==> src/rtl/vga_sync_receiver.sv <==
// Receive side of the 640x480@60 VGA timing: recovers pixel coordinates, checks line/frame
// lengths, locks after consecutive good frames. Optional macro VGA_RX_MEASURE_EN adds length outputs.
module vga_sync_receiver #(
    parameter int H_TOTAL        = 800,
    parameter int V_TOTAL        = 525,
    parameter int H_ACTIVE_START = 144,
    parameter int H_ACTIVE       = 640,
    parameter int V_ACTIVE_START = 35,
    parameter int V_ACTIVE       = 480,
    parameter int LOCK_FRAMES    = 2
) (
    input  logic        clk,
    input  logic        Reset,
    input  logic        VGA_HS,
    input  logic        VGA_VS,
    input  logic [9:0]  VGA_R,
    input  logic [9:0]  VGA_G,
    input  logic [9:0]  VGA_B,
    output logic        pixValid,
    output logic [9:0]  pixX,
    output logic [9:0]  pixY,
    output logic [9:0]  pixR,
    output logic [9:0]  pixG,
    output logic [9:0]  pixB,
    output logic        locked,
    output logic        frameStart,
    output logic        syncErr
`ifdef VGA_RX_MEASURE_EN
    ,
    output logic [10:0] measLineLen,
    output logic [10:0] measFrameLines
`endif
);

    localparam logic [10:0] CNT_MAX     = 11'h7FF;
    localparam logic [11:0] H_TOTAL_C   = 12'(H_TOTAL);
    localparam logic [11:0] V_TOTAL_C   = 12'(V_TOTAL);
    localparam logic [10:0] H_ACT_FIRST = 11'(H_ACTIVE_START);
    localparam logic [10:0] H_ACT_LAST  = 11'(H_ACTIVE_START + H_ACTIVE - 1);
    localparam logic [10:0] V_ACT_FIRST = 11'(V_ACTIVE_START);
    localparam logic [10:0] V_ACT_LAST  = 11'(V_ACTIVE_START + V_ACTIVE - 1);
    localparam logic [2:0]  LOCK_C      = 3'(LOCK_FRAMES);

    typedef enum logic [1:0] {
        ST_SEARCH  = 2'd0,
        ST_MEASURE = 2'd1,
        ST_LOCKED  = 2'd2
    } state_t;

    logic        hs_s1_r, vs_s1_r, hs_prev_r, vs_prev_r;
    logic [9:0]  r_s1_r, g_s1_r, b_s1_r;
    logic [9:0]  r_al_r, g_al_r, b_al_r;
    logic [10:0] hcnt_r, vcnt_r;
    logic        vs_pending_r;
    state_t      state_r, state_nxt_s;
    logic [2:0]  good_r, good_nxt_s;
    logic        err_s;
    logic        locked_r, sync_err_r, frame_start_r;
    logic        pix_valid_r;
    logic [9:0]  pix_x_r, pix_y_r, pix_r_r, pix_g_r, pix_b_r;

    logic        hs_fall_s, vs_fall_s, line0_s;
    logic [11:0] line_len_s, frame_len_s;
    logic        line_ok_s, frame_ok_s;
    logic        active_s, valid_s;

    assign hs_fall_s   = hs_prev_r & ~hs_s1_r;
    assign vs_fall_s   = vs_prev_r & ~vs_s1_r;
    // An HS fall opens line 0 when a VS fall is pending or lands in the same cycle.
    assign line0_s     = hs_fall_s & (vs_pending_r | vs_fall_s);
    assign line_len_s  = {1'b0, hcnt_r} + 12'd1;
    assign frame_len_s = {1'b0, vcnt_r} + 12'd1;
    assign line_ok_s   = (line_len_s == H_TOTAL_C);
    assign frame_ok_s  = (frame_len_s == V_TOTAL_C);

    assign active_s = (hcnt_r >= H_ACT_FIRST) && (hcnt_r <= H_ACT_LAST) &&
                      (vcnt_r >= V_ACT_FIRST) && (vcnt_r <= V_ACT_LAST);
    assign valid_s  = locked_r & active_s;

    // Input stage plus one alignment stage so RGB lines up with the recovered counters.
    always_ff @(posedge clk or negedge Reset) begin
        if (!Reset) begin
            hs_s1_r   <= 1'b1;
            vs_s1_r   <= 1'b1;
            hs_prev_r <= 1'b1;
            vs_prev_r <= 1'b1;
            r_s1_r    <= 10'd0;
            g_s1_r    <= 10'd0;
            b_s1_r    <= 10'd0;
            r_al_r    <= 10'd0;
            g_al_r    <= 10'd0;
            b_al_r    <= 10'd0;
        end else begin
            hs_s1_r   <= VGA_HS;
            vs_s1_r   <= VGA_VS;
            hs_prev_r <= hs_s1_r;
            vs_prev_r <= vs_s1_r;
            r_s1_r    <= VGA_R;
            g_s1_r    <= VGA_G;
            b_s1_r    <= VGA_B;
            r_al_r    <= r_s1_r;
            g_al_r    <= g_s1_r;
            b_al_r    <= b_s1_r;
        end
    end

    // Horizontal/vertical position counters, both saturating.
    always_ff @(posedge clk or negedge Reset) begin
        if (!Reset) begin
            hcnt_r       <= 11'd0;
            vcnt_r       <= 11'd0;
            vs_pending_r <= 1'b0;
        end else begin
            if (hs_fall_s) begin
                hcnt_r <= 11'd0;
            end else if (hcnt_r != CNT_MAX) begin
                hcnt_r <= hcnt_r + 11'd1;
            end else begin
                hcnt_r <= hcnt_r;
            end
            if (line0_s) begin
                vcnt_r <= 11'd0;
            end else if (hs_fall_s && (vcnt_r != CNT_MAX)) begin
                vcnt_r <= vcnt_r + 11'd1;
            end else begin
                vcnt_r <= vcnt_r;
            end
            if (line0_s) begin
                vs_pending_r <= 1'b0;
            end else if (vs_fall_s) begin
                vs_pending_r <= 1'b1;
            end else begin
                vs_pending_r <= vs_pending_r;
            end
        end
    end

    // Lock FSM next state; errors are only reported when falling out of lock.
    always_comb begin
        state_nxt_s = state_r;
        good_nxt_s  = good_r;
        err_s       = 1'b0;
        case (state_r)
            ST_SEARCH: begin
                if (line0_s) begin
                    state_nxt_s = ST_MEASURE;
                    good_nxt_s  = 3'd0;
                end else begin
                    state_nxt_s = ST_SEARCH;
                end
            end
            ST_MEASURE: begin
                if (hs_fall_s && !line_ok_s) begin
                    state_nxt_s = ST_SEARCH;
                    good_nxt_s  = 3'd0;
                end else if (line0_s) begin
                    if (!frame_ok_s) begin
                        state_nxt_s = ST_SEARCH;
                        good_nxt_s  = 3'd0;
                    end else if ((good_r + 3'd1) == LOCK_C) begin
                        state_nxt_s = ST_LOCKED;
                        good_nxt_s  = good_r + 3'd1;
                    end else begin
                        good_nxt_s  = good_r + 3'd1;
                    end
                end else begin
                    state_nxt_s = ST_MEASURE;
                end
            end
            ST_LOCKED: begin
                if ((hs_fall_s && !line_ok_s) || (line0_s && !frame_ok_s) ||
                    (hcnt_r == CNT_MAX)) begin
                    state_nxt_s = ST_SEARCH;
                    good_nxt_s  = 3'd0;
                    err_s       = 1'b1;
                end else begin
                    state_nxt_s = ST_LOCKED;
                end
            end
            default: begin
                state_nxt_s = ST_SEARCH;
                good_nxt_s  = 3'd0;
            end
        endcase
    end

    // FSM state and status pulses.
    always_ff @(posedge clk or negedge Reset) begin
        if (!Reset) begin
            state_r       <= ST_SEARCH;
            good_r        <= 3'd0;
            locked_r      <= 1'b0;
            sync_err_r    <= 1'b0;
            frame_start_r <= 1'b0;
        end else begin
            state_r       <= state_nxt_s;
            good_r        <= good_nxt_s;
            locked_r      <= (state_nxt_s == ST_LOCKED);
            sync_err_r    <= err_s;
            frame_start_r <= line0_s;
        end
    end

    // Output stage; tags and data hold while no valid pixel is present.
    always_ff @(posedge clk or negedge Reset) begin
        if (!Reset) begin
            pix_valid_r <= 1'b0;
            pix_x_r     <= 10'd0;
            pix_y_r     <= 10'd0;
            pix_r_r     <= 10'd0;
            pix_g_r     <= 10'd0;
            pix_b_r     <= 10'd0;
        end else begin
            pix_valid_r <= valid_s;
            if (valid_s) begin
                pix_x_r <= 10'(hcnt_r - H_ACT_FIRST);
                pix_y_r <= 10'(vcnt_r - V_ACT_FIRST);
                pix_r_r <= r_al_r;
                pix_g_r <= g_al_r;
                pix_b_r <= b_al_r;
            end else begin
                pix_x_r <= pix_x_r;
                pix_y_r <= pix_y_r;
                pix_r_r <= pix_r_r;
                pix_g_r <= pix_g_r;
                pix_b_r <= pix_b_r;
            end
        end
    end

    assign pixValid   = pix_valid_r;
    assign pixX       = pix_x_r;
    assign pixY       = pix_y_r;
    assign pixR       = pix_r_r;
    assign pixG       = pix_g_r;
    assign pixB       = pix_b_r;
    assign locked     = locked_r;
    assign frameStart = frame_start_r;
    assign syncErr    = sync_err_r;

`ifdef VGA_RX_MEASURE_EN
    logic [10:0] meas_line_r, meas_frame_r;

    // Raw length capture, independent of lock state; 2048 saturates to 2047.
    always_ff @(posedge clk or negedge Reset) begin
        if (!Reset) begin
            meas_line_r  <= 11'd0;
            meas_frame_r <= 11'd0;
        end else begin
            if (hs_fall_s) begin
                meas_line_r <= (hcnt_r == CNT_MAX) ? CNT_MAX : line_len_s[10:0];
            end else begin
                meas_line_r <= meas_line_r;
            end
            if (line0_s) begin
                meas_frame_r <= (vcnt_r == CNT_MAX) ? CNT_MAX : frame_len_s[10:0];
            end else begin
                meas_frame_r <= meas_frame_r;
            end
        end
    end

    assign measLineLen    = meas_line_r;
    assign measFrameLines = meas_frame_r;
`endif

endmodule

==> config.mk <==
export PLATFORM = sky130hd
export DESIGN_NAME = vga_sync_receiver
export DESIGN_NICKNAME = d
export VERILOG_FILES = /design/src/rtl/vga_sync_receiver.sv
export SDC_FILE = /design/constraint.sdc
export NUM_CORES = 1
export LEC_CHECK = 0
export BUFFER_PORTS_ARGS = -buffer_cell sky130_fd_sc_hd__buf_2
export CORE_MARGIN = 2
export CORE_UTILIZATION = 45
export DETAILED_ROUTE_END_ITERATION = 8
export PLACE_DENSITY = 0.73
export SYNTH_ARGS = -nofsm -noshare
export SYNTH_HDL_FRONTEND = slang
export SYNTH_SLANG_ARGS = --single-unit
==> constraint.sdc <==
create_clock -name clk -period 2.65 [get_ports clk]
set_clock_uncertainty 0.1 [all_clocks]
set_input_delay 0.53 -clock clk [delete_from_list [all_inputs] [get_ports clk]]
set_output_delay 0.53 -clock clk [all_outputs]
set_load 0.01 [all_outputs]
==> impl_metrics.py <==
metrics = {
    "die": {
        "initial_core_util": 0.465,
        "die_x_um": 118,
        "core_sq_um": 12700,
        "top_level_ports": 88,
        "fp-row-count": 41,
        "die_area_sq_um": 14000,
        "fp.dieH_um": 118,
    },
    "timing": {
        "finalCritPeriodShare": 0.946,
        "setup_viol": 0,
        "slew_headroom": 0.603,
        "worst_pin_slew_ns": 0.587,
        "fin_crit_ns": 2.51,
        "finalSetupTns_ns": 0,
        "report.final.slew_viol_count": 0,
        "rsz0062_at_grt": "false",
        "max_freq_mhz": 399,
        "hold_violations": 0,
    },
    "placement": {
        "place.gp.congestion": 0.846,
        "dp.cells": 677,
        "io_buffers": 87,
        "dp_hpwl_um": 7340,
    },
    "global_routing": {
        "overflow": 0,
        "grt_max_degree": 57,
        "grt_pass1_wl_um": 18100,
        "grt_pass1_vias": 3551,
        "grt_use_total": 0.165,
        "antenna_found_initial": 0,
    },
    "logic_synthesis": {
        "yosysSeqAreaShare": 0.621,
        "syn-instance-count": 428,
        "synthDistinctLibCells": 54,
        "synth_most_common_cell": "dfrtp_1",
        "yosys-top-cells-area": "dfrtp_1, mux2_4, ha_1",
        "syn-cell-area_sq_um": 5890,
        "synth_nets": 473,
        "async_flop_share": 1.00,
        "synth_area_leader_cell": "dfrtp_1",
        "synth_top_area_share": 0.604,
        "synth_ff_type": "dfrtp_1",
        "ys_ff_latch": 146,
        "synth_edf_count": 0,
        "syn_area_per_cell_sq_um": 13.8,
        "yosys_warnings": 0,
        "ys_top_cells_by_count": "dfrtp_1, mux2_4, nand2_1, nor2_1, inv_1",
    },
    "routing": {
        "antenna_left": 0,
        "wire_per_inst_um": 15.1,
        "drc": 0,
        "via_per_inst": 4.93,
        "drt_iter0_markers": 200,
        "dr_total_vias": 3497,
        "routed_wl_um": 10700,
        "dr.pass1.iters": 4,
    },
    "critical_path": {
        "critPathRequiredTime_ns": 2.84,
        "cpPeakStageDelay_ns": 0.44,
        "end_kind": "flip-flop",
        "crit_chain": "inv_1 -> ha_1 -> a311o_2 -> o22ai_1 -> and2_1 -> or3_4 -> buf_12 -> mux2_1",
        "worstSetupPathType": "flip-flop to flip-flop",
        "critPathSlowestCell": "dfrtp_1",
        "path_buf_inv": 2,
        "crit_path_start_kind": "flip-flop",
        "cp_max_fo": 36,
        "arrival_ns": 2.70,
        "cp_top_family": "compound AO/OA/AOI/OAI gates",
    },
    "cts": {
        "cts_buffers": 17,
        "cts_tree": "yes",
        "cts_root_buf": "clkbuf_16",
        "cts.clk_slew.worst_paths_ns": 0.06,
        "htreeDepth": 4,
        "clkSinkCount": 146,
        "clk_latency_ns": 0.42,
        "cts.path.max_buffers": 2,
    },
    "worst_hold_path": {
        "holdCritPathClass": "input pin to flip-flop",
    },
    "power": {
        "power.density_nw_per_um2": 714,
        "ir_drop_v": 0.000445,
        "p_leak_nw": 3.62,
    },
    "finish": {
        "syn_to_final_growth_pct": 20.5,
        "nets": 570,
        "layout.cells.non_filler": 710,
        "n_antenna_cell": 0,
        "nFillCells": 1054,
        "drive_gt1_frac": 0.366,
    },
    "run": {
        "maxCapViolations": 0,
    },
    "run_status": {
        "status": "finished, final reports clean",
    },
}
-- placed cells by master, fill, tap and decap left out, types with 3 or more instances in the layout --
master,n
dfrtp_1,142
buf_2,86
mux2_4,48
nand2_1,23
nor2_1,23
inv_1,17
clkbuf_16,17
a21oi_1,14
o21ai_0,14
xnor2_1,13
ha_1,11
buf_4,11
nand3_1,9
xor2_1,9
or2_2,5
nor4_1,5
nand4_1,4
o21ai_1,4
and2_1,4
clkinv_2,4
dfstp_2,4
nor2b_1,3
nand2b_1,3
and3_1,3
a31oi_1,3
nor3_1,3
o41ai_1,3
buf_12,3
-- kinds of logic (layout without fill, tap and decap cells) --
kind of cell               Yosys count  after routing  share of synthesized area
muxes                               51             51                      0.128
buffers and inverters               42            152                     0.0446
adders and majority gates           11             11                     0.0234
and+or+nand+nor                    100            100                     0.0893
xor gates and xnor gates            22             22                     0.0327
AOI/OAI and AO/OA                   56             56                     0.0608
DFF                                146            146                      0.621
-- registers in the layout (all words and copies together) (netlist names), 2 cells and up --
register	flops
hcnt_r	11
vcnt_r	11
r_al_r	10
b_al_r	10
pixX	10
g_al_r	10
pixY	10
b_s1_r	10
g_s1_r	10
state_r	2
pixB	10
pixG	10
r_s1_r	10
pixR	10
good_r	3
-- final timing paths --
| check | end | depth (start not counted) | from | slack [ns] |
|---|---|---|---|---|
| hold / removal | vs_s1_r | 1 | VGA_VS | 0.11 |
| max in group asynchronous | hs_s1_r | 3 | Reset | 1.19 |
| hold reg to reg | g_al_r[7] | 0 | g_s1_r[7] | 0.24 |
| setup / recovery | pixB[9] | 8 | hcnt_r[5] | 0.14 |
| min in group asynchronous | pixG[2] | 2 | Reset | 0.55 |
| setup reg to reg | pixB[9] | 8 | hcnt_r[5] | 0.14 |
-- final cells by class --
| cell class | instances | area, sq um | area share |
|---|---|---|---|
| Sequential cell | 146 | 3660 | 0.516 |
| Multi-Input combinational cell | 240 | 1980 | 0.279 |
| Timing Repair Buffer | 102 | 594 | 0.0838 |
| Clock buffer | 20 | 447 | 0.0630 |
| Tap cell | 172 | 215 | 0.0303 |
| Clock inverter | 12 | 130 | 0.0183 |
| Inverter | 18 | 67.6 | 0.00952 |
-- per-layer routing --
| layer | track usage | part of all wire | routed length [um] |
|---|---|---|---|
| met5 | 0 | 0 | 0 |
| met1 | 0.225 | 0.47 | 5050 |
| met3 | 0.0449 | 0.050 | 538 |
| met2 | 0.250 | 0.46 | 4960 |
| met4 | 0.0670 | 0.017 | 186 |
-- power breakdown --
group          internal, mW  switching, mW
sequential             2.32         0.0890
combinational         0.146          0.195
clock                  1.41          0.899
-- repair_timing --
item	4_1_cts	5_1_grt
hold endpoints to repair	54	0
gates resized for setup	0	2
buffers inserted	0	0
hold buffers	1	0
setup endpoints to repair	0	5
-- metrics by stage --
step           hold slack [ns]  utilization  power (mW)  setup WS (ns)  cell area [sq um]
3_3_place_gp             0.231        0.513        2.78          0.171               6500
4_1_cts                 0.0930        0.559        5.12          0.135               7080
3_5_place_dp             0.235        0.513        2.79          0.160               6500
2_1_floorplan            0.134            -        2.65          0.355               5890
6_report                 0.113        0.560        5.06          0.142               7090
5_1_grt                 0.0977        0.560        5.29        0.00206               7090
Note: power is estimated with default switching activity, not from simulation.
